File: src/rtl/charge_scatter.sv
// -----------------------------------------------------------------------------
// charge_scatter
//   Particle-to-grid charge deposition front end for the SCATTER step.
//   Accepts one particle position per handshake and emits a stream of
//   {grid address, charge} entries for the grid charge accumulator:
//   four bilinear entries per particle, or one nearest-grid-point entry.
//   The grid is periodic, so neighbour addresses wrap at the edges.
//
//   Two register stages:
//     S1 - holds the decoded particle (cell, fractions, mode).
//     S2 - holds the particle being serialised plus a 2-bit entry index.
//   The entry address and charge are derived combinationally from S2.
//
// Ports
//   clk          rising-edge clock
//   rst          synchronous reset, active-high
//   in_valid     in_pos / in_ngp valid
//   in_ready     block can accept a particle this cycle
//   in_pos       {y, x} fixed-point position, PFRAC fractional bits each
//   in_ngp       1 = nearest-grid-point, 0 = bilinear
//   out_valid    scatter entry valid
//   out_ready    downstream accepts the entry
//   out_addr     row*NUM_COLS + col
//   out_charge   deposited weight, CFRAC fractional bits, unsigned
//   out_last     final entry of the current particle
//   part_cnt     (SCATTER_CNT_EN only) particles fully emitted, wraps at 2^32
//
// Configuration
//   SCATTER_CNT_EN  when defined, adds the part_cnt output and its counter.
// -----------------------------------------------------------------------------
module charge_scatter #(
  parameter int NUM_ROWS = 64,
  parameter int NUM_COLS = 64,
  parameter int PWIDTH   = 18,
  parameter int PFRAC    = 12,
  parameter int CWIDTH   = 36,
  parameter int CFRAC    = 24,
  localparam int RBITS   = $clog2(NUM_ROWS),
  localparam int CBITS   = $clog2(NUM_COLS),
  localparam int AWIDTH  = RBITS + CBITS
) (
  input  logic                clk,
  input  logic                rst,
  input  logic                in_valid,
  output logic                in_ready,
  input  logic [2*PWIDTH-1:0] in_pos,
  input  logic                in_ngp,
  output logic                out_valid,
  input  logic                out_ready,
  output logic [AWIDTH-1:0]   out_addr,
  output logic [CWIDTH-1:0]   out_charge,
  output logic                out_last
`ifdef SCATTER_CNT_EN
  ,
  output logic [31:0]         part_cnt
`endif
);

  typedef struct packed {
    logic [PWIDTH-1:0] y;
    logic [PWIDTH-1:0] x;
  } pos_t;

  localparam int PROD_W = 2 * PFRAC + 2;
  localparam int SHIFT  = CFRAC - 2 * PFRAC;
  localparam logic [PFRAC:0]    ONE_P = {1'b1, {PFRAC{1'b0}}};
  localparam logic [CWIDTH-1:0] ONE_C = CWIDTH'(1) << CFRAC;

  pos_t pos;
  assign pos = in_pos;

  // Stage S1
  logic             s1_valid;
  logic [RBITS-1:0] s1_row;
  logic [CBITS-1:0] s1_col;
  logic [PFRAC-1:0] s1_fx, s1_fy;
  logic             s1_ngp;

  // Stage S2
  logic             s2_valid;
  logic [RBITS-1:0] s2_row;
  logic [CBITS-1:0] s2_col;
  logic [PFRAC-1:0] s2_fx, s2_fy;
  logic             s2_ngp;
  logic [1:0]       s2_idx;

  logic in_hs, out_hs, s2_done, s1_adv;

  assign out_valid = s2_valid;
  assign out_last  = s2_valid && (s2_ngp || s2_idx == 2'd3);
  assign out_hs    = out_valid && out_ready;
  assign s2_done   = out_hs && out_last;
  // S1 may hand over in the same cycle that S2 retires its last entry,
  // so a steady stream needs no bubble between particles.
  assign s1_adv    = s1_valid && (!s2_valid || s2_done);
  assign in_ready  = !s1_valid || s1_adv;
  assign in_hs     = in_valid && in_ready;

  // Control state: the only registers that need reset.
  always_ff @(posedge clk) begin
    if (rst) begin
      s1_valid <= 1'b0;
      s2_valid <= 1'b0;
      s2_idx   <= 2'd0;
    end else begin
      // NOTE: sequential state uses non-blocking assignments so every
      // register samples the pre-edge values and simulation matches hardware.
      if (in_hs)       s1_valid <= 1'b1;
      else if (s1_adv) s1_valid <= 1'b0;

      if (s1_adv)       s2_valid <= 1'b1;
      else if (s2_done) s2_valid <= 1'b0;

      if (s1_adv)      s2_idx <= 2'd0;
      else if (out_hs) s2_idx <= s2_idx + 2'd1;
    end
  end

  // NOTE: datapath registers are deliberately left unreset; they are only
  // observed through the valid bits, and outputs are forced to zero when idle.
  always_ff @(posedge clk) begin
    if (in_hs) begin
      // Bits above the integer field are dropped: the grid is periodic.
      s1_col <= pos.x[PFRAC +: CBITS];
      s1_fx  <= pos.x[PFRAC-1:0];
      s1_row <= pos.y[PFRAC +: RBITS];
      s1_fy  <= pos.y[PFRAC-1:0];
      s1_ngp <= in_ngp;
    end
    if (s1_adv) begin
      s2_row <= s1_row;
      s2_col <= s1_col;
      s2_fx  <= s1_fx;
      s2_fy  <= s1_fy;
      s2_ngp <= s1_ngp;
    end
  end

  // Entry generation from S2.
  logic [RBITS-1:0]  row_n;
  logic [CBITS-1:0]  col_n;
  logic [PFRAC:0]    wx, wy;
  logic [PROD_W-1:0] prod;
  logic [CWIDTH-1:0] charge;

  always_comb begin
    // NOTE: every always_comb output gets a default first so no path can
    // leave it unassigned and infer a latch.
    row_n  = s2_row;
    col_n  = s2_col;
    wx     = '0;
    wy     = '0;
    prod   = '0;
    charge = '0;
    if (s2_ngp) begin
      // Round to the nearest node: fraction >= one/2 is exactly its MSB.
      row_n  = s2_row + RBITS'(s2_fy[PFRAC-1]);
      col_n  = s2_col + CBITS'(s2_fx[PFRAC-1]);
      charge = ONE_C;
    end else begin
      // idx[0] selects the col+1 neighbour, idx[1] the row+1 neighbour;
      // this yields the order (r,c), (r,c+1), (r+1,c), (r+1,c+1).
      // Additions wrap naturally in the field width.
      row_n  = s2_row + RBITS'(s2_idx[1]);
      col_n  = s2_col + CBITS'(s2_idx[0]);
      wx     = s2_idx[0] ? {1'b0, s2_fx} : ONE_P - {1'b0, s2_fx};
      wy     = s2_idx[1] ? {1'b0, s2_fy} : ONE_P - {1'b0, s2_fy};
      prod   = PROD_W'(wx) * PROD_W'(wy);
      charge = CWIDTH'(prod) << SHIFT;
    end
  end

  assign out_addr   = s2_valid ? {row_n, col_n} : '0;
  assign out_charge = s2_valid ? charge : '0;

`ifdef SCATTER_CNT_EN
  always_ff @(posedge clk) begin
    if (rst)          part_cnt <= '0;
    else if (s2_done) part_cnt <= part_cnt + 32'd1;
  end
`endif

endmodule
File: config.mk
export PLATFORM = sky130hd
export DESIGN_NAME = charge_scatter
export DESIGN_NICKNAME = d
export VERILOG_FILES = /design/src/rtl/charge_scatter.sv
export SDC_FILE = /design/constraint.sdc
export NUM_CORES = 1
export LEC_CHECK = 0
export CAP_MARGIN = 20
export CORE_MARGIN = 4
export CORE_UTILIZATION = 55
export DETAILED_ROUTE_END_ITERATION = 12
export DONT_BUFFER_PORTS = 1
export PLACE_DENSITY = 0.78
export SETUP_SLACK_MARGIN = 0.02
export SYNTH_ARGS = -nofsm -noshare
export SYNTH_HDL_FRONTEND = slang
export SYNTH_SLANG_ARGS = --single-unit
File: constraint.sdc
create_clock -name clk -period 8.7 [get_ports clk]
set_input_delay 0.87 -clock clk [delete_from_list [all_inputs] [get_ports clk]]
set_output_delay 0.87 -clock clk [all_outputs]
set_load 0.05 [all_outputs]
==> results.md <==
- Hold Path Class: reg -> reg
- Yosys reg bits: 78
- Drt first pass iters: 5
- Unique cell type count in the Yosys netlist: 58
- Internal power: 0.00167 W
- Vias: 6351
- Switching part of the total: 50.5%
- Final TNS setup: 0 ns
- Hold Slack: 0.413 ns
- Multi-input gate area: 6070 µm²
- Layout cell share with drive strength beyond 1: 7.44%
- Max-cap viol count: 0
- Layout Skew: 0.00515 ns
- Gr ovfl total: 0
- Comb power frac: 74.4%
- Slew headroom: 34.8%
- CTS tree: built
- Measured slew at the worst slew-check pin: 0.975 ns
- Synth Area in XOR/XNOR: 4.87%
- Final worst path period share: 93.4%
- WP data required: 7.83 ns
- Seq. cell area: 2300 µm²
- Status: finished clean
- Core Rows: 46
- H-tree depth: 3
- Ranking of synthesized cells by area: fa_1, edfxtp_1, ha_1, inv_1, nand2_1
- Die Area: 18700 µm²
- Cell taking the most area after synthesis: fa_1
- VDD IR max: 0.327 mV
- Final Critical Period: 8.12 ns
- Final ANT Viol Nets: 0
- Sequential Power Share: 13.3%
- Cells after Synth: 936
- Post-synthesis mux area share: 0.931%
- Most used DFF post-synth: edfxtp_1
- Largest net degree at the start of global routing: 38
- PD cells: 342 nW/µm²
- Synthesized area: 9140 µm²
- Core Util, Final: 61.5%
- Hold Buf Count CTS: 0
- Crit path max fanout: 11
- Synth Area in Adders: 37.2%
- Post-CTS Resized: 0
- GP Congestion: 0.947
- Initial Utilization: 56.9%
- EDFF count, synth: 74
- Detailed placer's ending HPWL: 16.3 mm
- Total track usage: 22.4%
- Vias in the first global route: 6555
- Final Routed Wirelength: 20.1 mm
- IO Count: 92
- Final WS setup: 0.576 ns
- Post-Synth Simple-Gate Area: 16.8%
- Final instance area: 9880 µm²
- First-pass GRT wire length: 32.5 mm
- Initial antenna violation count: 0
- CTS max path bufs: 2
- Die span in x: 137 µm
- Routed WL per cell: 17.2 µm
- Top-count cell post-synth: inv_1
- Area grow syn2layout: 8.15%
- Clk Tree Root Cell: clkbuf_16
- Post-route DRC: 0
- Worst EP arrival: 7.25 ns
- Final Max Tran Viols: 0
- Postcts setup bufs: 0
- Filler Cell Count: 1354
- # clock sinks: 78
- Worst skew pair latency: 0.33 ns
- Placement Setup Slack: 0.932 ns
- Antenna cells: 0
- Post-DP Area: 9520 µm²
- CORE AREA: 16100 µm²
- Critical path launch point type: register
- Net switching power: 0.00171 W
- Area share of the largest cell type after synthesis: 26.5%
- Register area share after synthesis: 25.2%
- Vias per cell: 5.43
- Asr flop ratio synth: 0%
- DIE HEIGHT: 137 µm
- Clock power frac: 12.2%
- Hold Vio Cnt, Final: 0
- Synth warn: 0
- Achievable Freq: 123 MHz
- Compound-Gate Fraction of Synth Area: 5.60%
- Port Buffer Count: 0
- Clock transition at path regs: 0.06 ns
- Most frequent cells after synthesis: inv_1, fa_1, nand2_1
- Starting DRT DRC Count: 312
- Main combinational cell family by area after synthesis: adder cells
- Nets@finish: 1190
- Mapped Avg Cell Area: 9.76 µm²
- Endpoints failing setup: 0
- RSZ-0062 raised after global routing: false
- Crit. End Element: output pin
- Crit path kind: reg -> out
- CTS buffer count: 9
- P_leak: 4.55 nW
==> cell families after synthesis <==
logic type / count (synthesis)
simple gates: 307
buf+inv: 213
fa+ha+maj: 199
compound gates: 80
flops: 78
xor+xnor: 50
mux: 8
other cells: 1
==> final cells by class <==
type,count,area share [%]
multi-input combinational,654,61.4
timing repair buffer,29,2.41
clock inverter,6,1.11
tap,216,2.73
clock buffer,9,2.28
sequential,78,23.3
inverter,178,6.76
==> power groups by stage <==
stage	sequential [W]	clock, W	combinational (W)
2_1_floorplan	0.000454	0	0.00198
3_3_place_gp	0.000456	0	0.00245
3_5_place_dp	0.000458	0	0.00251
4_1_cts	0.000451	0.000420	0.00252
5_1_grt	0.000453	0.000438	0.00285
6_report	0.000451	0.000414	0.00252
==> path summary, 6_finish.rpt <==
path                   from              to  slack (ns)  cells after the start
setup reg to reg  s2_idx[0]        s2_fx[9]        6.04                      4
hold / removal    s1_row[4]       s2_row[4]        0.41                      0
hold reg to reg   s1_row[4]       s2_row[4]        0.41                      0
setup / recovery   s2_fx[0]  out_charge[24]        0.58                     20
==> layer usage <==
metal,vias to the layer above,share of wire (%),track usage (%)
met4,0,2.8,8.04
met5,-,0,0
li1,2976,-,-
met3,49,7.1,4.38
met1,3088,39,27.8
met2,238,51,39.0
==> flip-flops by register name (all words and copies together) (netlist names) <==
signal / count
s1_fx: 12
s1_fy: 12
s2_fx: 12
s2_fy: 12
s1_col: 6
s1_row: 6
s2_col: 6
s2_row: 6
s2_idx: 2
out_valid: 1
s1_ngp: 1
s1_valid: 1
s2_ngp: 1
==> metrics by stage <==
| step | cells | total power (W) |
|---|---|---|
| global route | 1170 | 0.00374 |
| global placement | 1154 | 0.00291 |
| CTS | 1169 | 0.00339 |
| floorplan | 945 | 0.00243 |
| detailed placement | 1154 | 0.00297 |
| finish | 1170 | 0.00338 |
==> cells in the final DEF (no fill, tap or decap), types with 23 or more instances in the layout <==
cell,instances
ha_1,78
and2_1,51
edfxtp_1,74
nand2_1,118
xnor2_1,26
nor2_1,64
a21oi_1,32
xor2_1,23
inv_1,178
buf_4,28
fa_1,121
==> critical path, cell delays in order, from the launching register on <==
cell and delay, ns:
edfxtp_1 0.60, inv_1 0.22, ha_1 0.31, a21oi_1 0.25, xor2_1 0.69, nand2_1 0.19
fa_1 0.58, inv_1 0.05, fa_1 0.46, fa_1 0.51, fa_1 0.54, inv_1 0.05
fa_1 0.53, inv_1 0.04, ha_1 0.38, and2_1 0.23, o2111ai_1 0.13, a31o_2 0.26
nand3_1 0.18, a2111oi_0 0.13, and4b_1 0.60
Power figures use the tool's default switching activity.
